==> config.mk <==
export PLATFORM = sky130hd
export DESIGN_NAME = wb_port_arbiter
export DESIGN_NICKNAME = d
export VERILOG_FILES = /design/src/rtl/wb_port_arbiter_pkg.sv /design/src/rtl/wb_lu_buffer.sv /design/src/rtl/wb_port_arbiter.sv
export SDC_FILE = /design/constraint.sdc
export NUM_CORES = 1
export LEC_CHECK = 0
export CORE_ASPECT_RATIO = 0.75
export CORE_UTILIZATION = 33
export DETAILED_ROUTE_END_ITERATION = 12
export PLACE_DENSITY = 0.82
export SYNTH_ARGS = -nofsm -noshare
export SYNTH_HDL_FRONTEND = slang
export SYNTH_SLANG_ARGS = --single-unit
==> constraint.sdc <==
create_clock -name clk -period 4.1 [get_ports clk]
set_input_delay 1.23 -clock clk [delete_from_list [all_inputs] [get_ports clk]]
set_output_delay 1.23 -clock clk [all_outputs]
set_load 0.01 [all_outputs]
==> src/rtl/wb_port_arbiter_pkg.sv <==
// Shared types and constants for the writeback port arbiter.
package wb_port_arbiter_pkg;

  localparam int unsigned REG_W        = 5;
  localparam int unsigned DATA_W       = 32;
  localparam int unsigned STARVE_CNT_W = 4;

  localparam logic [REG_W-1:0] REG_ZERO = REG_W'(0);

  // One register-file write request / buffered entry (we doubles as valid).
  typedef struct packed {
    logic              we;
    logic [REG_W-1:0]  dest;
    logic [DATA_W-1:0] data;
  } wb_req_t;

  // A request only counts if it is enabled and does not target the zero register.
  function automatic logic req_live(input wb_req_t r);
    return r.we && (r.dest != REG_ZERO);
  endfunction

endpackage

==> src/rtl/wb_lu_buffer.sv <==
// One-entry holding buffer for long-latency results.
// Ports:
//   clk, rst         clock, synchronous active-high reset
//   in_req_i         producer request (we = valid), held until accepted
//   in_ready_o       buffer empty and out of reset
//   drain_i, kill_i  retire the held entry at the next edge (written / stale)
//   buf_o            held entry (we = valid)
module wb_lu_buffer
  import wb_port_arbiter_pkg::*;
(
  input  logic    clk,
  input  logic    rst,
  input  wb_req_t in_req_i,
  output logic    in_ready_o,
  input  logic    drain_i,
  input  logic    kill_i,
  output wb_req_t buf_o
);

  wb_req_t entry_q, entry_d;
  logic    capture;

  // Ready only depends on registered state, so a drain frees the slot one cycle later.
  always_comb begin : next_entry
    entry_d    = entry_q;
    in_ready_o = !rst && !entry_q.we;
    capture    = in_req_i.we && in_ready_o;
    if (drain_i || kill_i) begin
      entry_d.we = 1'b0;
    end else if (capture) begin
      entry_d.we   = 1'b1;
      entry_d.dest = in_req_i.dest;
      entry_d.data = in_req_i.data;
    end
  end

  always_ff @(posedge clk) begin : entry_reg
    if (rst) begin
      entry_q <= '0;
    end else begin
      entry_q <= entry_d;
    end
  end

  assign buf_o = entry_q;

endmodule

==> src/rtl/wb_port_arbiter.sv <==
// Schedules the two register-file write ports between the alpha pipe, the
// beta pipe and the buffered long-latency result.
// Ports:
//   clk, rst                      clock, synchronous active-high reset
//   alpha_we/dest/data            alpha writeback request (owns port 0)
//   beta_we/dest/data             beta writeback request (owns port 1, younger)
//   lu_valid/dest/data, lu_ready  long-latency result handshake
//   port{0,1}_en/dest/data        register-file write ports
//   wb_stall                      freeze writeback so the buffer can drain
//   buf_valid, buf_dest           pending buffered write, for hazard logic
module wb_port_arbiter
  import wb_port_arbiter_pkg::*;
#(
  parameter int unsigned STARVE_LIMIT = 4
)
(
  input  logic              clk,
  input  logic              rst,
  input  logic              alpha_we,
  input  logic [REG_W-1:0]  alpha_dest,
  input  logic [DATA_W-1:0] alpha_data,
  input  logic              beta_we,
  input  logic [REG_W-1:0]  beta_dest,
  input  logic [DATA_W-1:0] beta_data,
  input  logic              lu_valid,
  input  logic [REG_W-1:0]  lu_dest,
  input  logic [DATA_W-1:0] lu_data,
  output logic              lu_ready,
  output logic              port0_en,
  output logic [REG_W-1:0]  port0_dest,
  output logic [DATA_W-1:0] port0_data,
  output logic              port1_en,
  output logic [REG_W-1:0]  port1_dest,
  output logic [DATA_W-1:0] port1_data,
  output logic              wb_stall,
  output logic              buf_valid,
  output logic [REG_W-1:0]  buf_dest
);

  localparam logic [STARVE_CNT_W-1:0] LIMIT = STARVE_CNT_W'(STARVE_LIMIT);

  wb_req_t alpha_req, beta_req, lu_req, buf_q;
  logic    alpha_live, beta_live;
  logic    drain, kill, blocked, stall;
  logic [STARVE_CNT_W-1:0] starve_q, starve_d;

  wb_lu_buffer u_buf (
    .clk        (clk),
    .rst        (rst),
    .in_req_i   (lu_req),
    .in_ready_o (lu_ready),
    .drain_i    (drain),
    .kill_i     (kill),
    .buf_o      (buf_q)
  );

  // Pack requests; alpha loses to beta on a same-destination collision.
  always_comb begin : filter
    alpha_req  = '{we: alpha_we, dest: alpha_dest, data: alpha_data};
    beta_req   = '{we: beta_we,  dest: beta_dest,  data: beta_data};
    lu_req     = '{we: lu_valid, dest: lu_dest,    data: lu_data};
    beta_live  = req_live(beta_req);
    alpha_live = req_live(alpha_req) && !(beta_live && (beta_req.dest == alpha_req.dest));
  end

  // Port assignment, buffer drain/kill, and starvation detection.
  always_comb begin : arbitrate
    port0_en   = 1'b0;
    port0_dest = alpha_req.dest;
    port0_data = alpha_req.data;
    port1_en   = 1'b0;
    port1_dest = beta_req.dest;
    port1_data = beta_req.data;
    drain      = 1'b0;
    kill       = 1'b0;
    blocked    = 1'b0;
    stall      = 1'b0;

    if (!rst) begin
      stall = buf_q.we && (starve_q == LIMIT);
      if (stall) begin
        // Pipes are gated this cycle, so no WAW check: the buffer takes port 1.
        port1_en   = buf_q.dest != REG_ZERO;
        port1_dest = buf_q.dest;
        port1_data = buf_q.data;
        drain      = 1'b1;
      end else begin
        port0_en = alpha_live;
        port1_en = beta_live;
        if (buf_q.we) begin
          if ((alpha_live && (alpha_req.dest == buf_q.dest)) ||
              (beta_live  && (beta_req.dest  == buf_q.dest))) begin
            kill = 1'b1;
          end else if (buf_q.dest == REG_ZERO) begin
            // Write to the zero register: retire without using a port.
            drain = 1'b1;
          end else if (!beta_live) begin
            port1_en   = 1'b1;
            port1_dest = buf_q.dest;
            port1_data = buf_q.data;
            drain      = 1'b1;
          end else if (!alpha_live) begin
            port0_en   = 1'b1;
            port0_dest = buf_q.dest;
            port0_data = buf_q.data;
            drain      = 1'b1;
          end else begin
            blocked = 1'b1;
          end
        end
      end
    end

    wb_stall = stall;
  end

  // Count consecutive blocked cycles; any other outcome restarts the count.
  always_comb begin : starve_next
    starve_d = '0;
    if (blocked) begin
      starve_d = (starve_q == LIMIT) ? starve_q : starve_q + STARVE_CNT_W'(1);
    end
  end

  always_ff @(posedge clk) begin : starve_reg
    if (rst) begin
      starve_q <= '0;
    end else begin
      starve_q <= starve_d;
    end
  end

  assign buf_valid = buf_q.we;
  assign buf_dest  = buf_q.dest;

endmodule
Word-level counts from Yosys, hierarchy flattened. Index checks and enable logic that the tools add are counted.

Register bits: 42. Input port bits: 116. Output and inout port bits: 84. Word-level logic and storage cells: 88.

Add/sub/neg operators: 1. Eq/ne operators: 4. Multiplexer cells: 56. Bitwise operators: 2. Reductions and logical operators: 21.

Operators by type and width (count): $mux 32 (13); $mux 5 (13); $mux 1 (30); $eq 5x5->1 (3); $reduce_bool 5->1 (3); $logic_and 1x1->1 (9); $logic_not 5->1 (1); $add 4x1->4 const B (1); $eq 4x3->1 const B (1); $reduce_or 2->1 (2); $logic_not 1->1 (3); $logic_or 1x1->1 (2); $not 1->1 (2); $reduce_and 2->1 (1).

Logic depth before layout (Yosys ltp).
Depth in word-level cells: 15. Depth in mapped cells: 8. Depth with buffers taken out: 7.

Hierarchy. A second synthesis with hierarchy kept.

Cell total of the unflattened synthesis: 248. Area total of the unflattened synthesis: 2956.6 µm².

By module, submodules not included: wb_port_arbiter (instances 1, cells each 159, area each 1731.7 µm², seq. area each 80.1 µm²); wb_lu_buffer (instances 1, cells each 89, area each 1224.9 µm², seq. area each 760.7 µm²).

Worst setup path after synthesis. OpenSTA, ideal clock, no wires.

Path type: input port to output port. Start: input port beta_dest[1]. End: output port port0_data[0]. Arrival time: 3.030 ns. Data required time: 2.870 ns. Setup slack: -0.160 ns. Stages on the path: 7. Path buffers: 2. Cells stage by stage: or4_4 o21a_1 and4_4 buf_6 o21ai_4 buf_6 mux2_4.

Cells in the longest elaborated chain, start to end: 12. Elaborated cells between the ends (all ways): 17. Classes of those cells: 2 x eq/ne; 7 x mux; 8 x reduce/logical.

Ends and longest elaborated chain: from (decl) (RTL line wb_port_arbiter.sv:23) `input logic [REG_W-1:0] beta_dest,`; $reduce_bool 5->1 (RTL line wb_port_arbiter_pkg.sv:19) `return r.we && (r.dest != REG_ZERO);`; $logic_and 1x1->1 (RTL line wb_port_arbiter_pkg.sv:19); $logic_and 1x1->1 (RTL line wb_port_arbiter.sv:63) `alpha_live = req_live(alpha_req) && !(beta_live && (beta_req.dest == alpha_req.dest));`; $logic_not 1->1 (RTL line wb_port_arbiter.sv:63); $logic_and 1x1->1 (RTL line wb_port_arbiter.sv:63); $mux 32 (RTL line wb_port_arbiter.sv:102) `end else if (!alpha_live) begin`; $mux 32 (RTL line wb_port_arbiter.sv:97) `end else if (!beta_live) begin`; $mux 32 (RTL line wb_port_arbiter.sv:94) `end else if (buf_q.dest == REG_ZERO) begin`; $mux 32 * (RTL line wb_port_arbiter.sv:91) `if ((alpha_live && (alpha_req.dest == buf_q.dest)) ||`; $mux 32 * (RTL line wb_port_arbiter.sv:90) `if (buf_q.we) begin`; $mux 32 * (RTL line wb_port_arbiter.sv:81) `if (stall) begin`; $mux 32 * (RTL line wb_port_arbiter.sv:79) `if (!rst) begin`; to (decl) (RTL line wb_port_arbiter.sv:31) `output logic [DATA_W-1:0] port0_data,`.

Every way passes the cells marked *; elsewhere a longest branch is shown, timed or not.

Final worst setup path.
Start: input port beta_dest[1]. End: output port port0_data[25].

Same word-level chain as after synthesis.

==> summary.txt <==
Status
  – Status: complete, but fails checks
  – Failing checks: setup timing

Timing
  – Hold slack: roughly 480 ps
  – Achievable frequency: ~0.22 GHz
  – Worst-Margin Slew: approximately 900 ps
  – Tmin final: 4490 ps
  – Final Slew Violations: 0
  – Layout Skew: a little under 8 ps
  – RSZ-0062 raised after global routing: yes
  – Slew headroom: 0.400
  – Final Hold Viols: 0
  – Endpoints failing setup: 75
  – Setup WS post-layout: -392 ps
  – Setup TNS: -22450 ps
  – Tcrit/Tclk final: 1.10

GRT
  – Grt ovf: 0
  – Initial antenna violation count: 0
  – Tot GR Track Use: 0.252
  – Vias in the first global route: ~3700
  – Pin count of the biggest net entering global routing: 44
  – Global-route wire length before repair: roughly 19 mm

Route
  – WL final: roughly 12 mm
  – Pre-antenna DRT Iters: 5
  – # DRC: 0
  – Antenna Nets Post-Route: 0
  – Via density: between 5 and 6
  – Drt wl/cell: 17.9 um
  – Vias: 3389
  – 1st-iter DRT viols: approximately 110

Setup path
  – R2R Path End: starve_q[3]
  – Cell Chain, Critical Path: buf_6, or4_4, o21a_1, and4_4, o21ai_4, buf_6, buf_12, buf_6, mux2_4, buf_6
  – CP Class: primary input to output pin
  – CP max stage delay: approximately 530 ps
  – Worst EP arrival: between 3000 and 4000 ps
  – FF-to-FF Start: u_buf.buf_o[34]
  – Slowest CP cell: or4_4
  – R2R setup slack: between 2000 and 2500 ps
  – Crit-path most repeated cell: buf_6
  – FF-to-FF path depth: 6
  – Crit. End Element: output pin
  – Worst EP required: 2870 ps
  – Setup crit start kind: primary input
  – Crit path max fanout: 7

Die
  – Rows: 29
  – Die width: ~110 um
  – Initial core utilization: 0.343
  – Die Span Y: about 84 um
  – Die area: roughly 0.0093 mm2
  – Core footprint: 0.00853 mm2
  – Io pins: 200

Power
  – PD cells: between 200 and 250 mW/mm2
  – Combinational fraction of design power: 0.386
  – Pleak: between 2 and 3 nW
  – Worst IR drop on VDD: between 0.15 and 0.2 mV
  – Net Switching: approximately 0.0004 W
  – Flop pwr share: 0.332
  – Clock power share: 0.283
  – Net Sw Frac: 0.282
  – Internal: just over 0.001 W

Finish
  – Fraction of layout instances using a drive strength above 1: 0.422
  – Ant diodes: 0
  – Fin area: roughly 0.0060 mm2
  – Area Growth Syn to Fin: 106%
  – Nets: ~680
  – Post-Layout Cell Count: 672
  – Filler cells: about 610

Min path
  – Hold depth: 2
  – Hold path endpoint: u_buf.buf_o[30]
  – Worst Hold Class: flop to flop
  – Min-delay src: u_buf.buf_o[30]

Clock network
  – TritonCTS clock tree: done
  – Num CTS Buffers: 5
  – Max H-tree Level: 2
  – Clock Path Buffers: 2
  – CTS clk-pin slew, worst paths: 60 ps
  – Later-pin clock latency in the skew report: 280 ps
  – # clock sinks: 42
  – Clock root cell: clkbuf_16

Synth
  – Synth Net Count: approximately 440
  – Synth warnings: 0
  – Sequential cell area fraction in the yosys report: 0.287
  – Library cells used by synthesis: 39
  – Syn_area_per_cell: about 9.0 um2
  – Mapped Cells: 326
  – Seq cells post-synth: 42
  – Cell area after synthesis: slightly below 0.003 mm2

Placement
  – RD Place Congestion: about 0.83
  – PortBufs: 199
  – Dpl cell area: between 0.005 and 0.006 mm2
  – Placed Cells incl. Taps: approximately 630
  – DPL Wire Length: approximately 7.9 mm
  – Dpl ws: -1010 ps

Flow run
  – # Max-Cap Violations: 0
## cells in the mapped netlist (all sizes together)
cell | number | share of area
a2111oi | 1 | 0.0030
a211oi | 1 | 0.0026
a21oi | 41 | 0.070
a31oi | 1 | 0.0021
and4 | 1 | 0.0038
buf | 18 | 0.049
clkbuf | 9 | 0.012
dfxtp | 42 | 0.29
ha | 2 | 0.0085
inv | 5 | 0.0064
mux2 | 74 | 0.32
nand2 | 76 | 0.097
nand3 | 2 | 0.0034
nand3b | 1 | 0.0026
nand4b | 2 | 0.0060
nand4bb | 1 | 0.0038
nor2 | 12 | 0.015
nor2b | 1 | 0.0021
nor3 | 2 | 0.0034
nor4 | 1 | 0.0021
o2111ai | 1 | 0.0030
o211a | 1 | 0.0034
o211ai | 1 | 0.0026
o21a | 1 | 0.0026
o21ai | 6 | 0.015
o2bb2a | 1 | 0.0034
o31ai | 1 | 0.0026
o41ai | 1 | 0.0030
or4 | 3 | 0.0090
xnor2 | 6 | 0.018
xor2 | 11 | 0.033
## per-stage QoR
step | utilization | total power [W]
5_1_grt | 0.706 | 0.00149
3_5_place_dp | 0.603 | 0.000947
2_1_floorplan | - | 0.000671
6_report | 0.706 | 0.00142
4_1_cts | 0.708 | 0.00142
3_3_place_gp | 0.603 | 0.000933
## power by group through the flow
stage / clock (W) / sequential [W] / combinational [W]
2_1_floorplan: 0 / 0.000466 / 0.000205
3_3_place_gp: 0 / 0.000477 / 0.000456
3_5_place_dp: 0 / 0.000479 / 0.000468
4_1_cts: 0.000408 / 0.000471 / 0.000543
5_1_grt: 0.000431 / 0.000476 / 0.000581
6_report: 0.000402 / 0.000472 / 0.000549
## area by class of cell
type	count	area [um2]	share of cell area
repair buffers	257	2780	0.461
multi-input cells	252	2100	0.349
flip-flops and latches	42	841	0.140
clock buffers	6	139	0.0231
well taps	108	135	0.0224
inverters	5	18.8	0.00312
clock inverters	2	12.5	0.00208
## routing by layer
layer | up-vias | part of all wire | track usage
met2 | 167 | 0.51 | 0.469
met5 | - | 0 | 0
met1 | 1610 | 0.40 | 0.284
met3 | 19 | 0.073 | 0.0646
li1 | 1593 | - | -
met4 | 0 | 0.015 | 0.0667
## cells by family (layout without fill, tap and decap cells)
| kind of cell | Yosys count | in the layout | share of synthesized area |
|---|---|---|---|
| xor+xnor | 17 | 17 | 0.0509 |
| compound gates | 57 | 57 | 0.114 |
| buf+inv | 32 | 270 | 0.0671 |
| fa+ha+maj | 2 | 2 | 0.00855 |
| mux | 74 | 74 | 0.323 |
| simple gates | 102 | 102 | 0.149 |
| flops | 42 | 42 | 0.287 |
## worst max-delay path, delay by kind of cell
kind                   cells  cell delay (ps)
AOI/OAI and AO/OA          2              410
buffers and inverters      5              620
muxes                      1              290
and+or+nand+nor            2              700
## cells in the final DEF, fill, tap and decap left out, drive strengths merged, types with 2 or more instances in the layout
cell	netlist	final
a21oi	41	41
ha	2	2
xor2	11	11
nand4b	2	2
dfxtp	42	42
inv	5	5
nor2	12	12
or4	3	3
clkdlybuf4s50	0	112
dlygate4sd2	0	2
clkbuf	9	9
o21ai	6	6
xnor2	6	6
mux2	74	74
nand2	76	76
nor3	2	2
buf	18	140
nand3	2	2
## registers in the layout, summed over array words and instances, names as in the netlist
signal and flops:
u_buf.buf_o 38, starve_q 4
## worst max path at each step
stage                 start        endpoint  cells past startpoint
6_report       beta_dest[1]  port0_data[25]                     10
3_3_place_gp   beta_dest[1]  port1_data[17]                      8
2_1_floorplan  beta_dest[1]   port0_data[0]                      7
3_5_place_dp   beta_dest[1]   port1_dest[1]                      8
4_1_cts        beta_dest[1]  port0_data[31]                      9
5_1_grt        beta_dest[1]  port0_data[25]                     10
## timing repair
item	CTS	global route
gates resized for setup	478	23
hold endpoints to repair	0	0
pin swaps	5	7
buffers inserted	30	2
cloned	8	0
hold buffers	0	0
endpoints found under the setup margin	76	76
No activity file was read; power rests on OpenSTA's default activity.
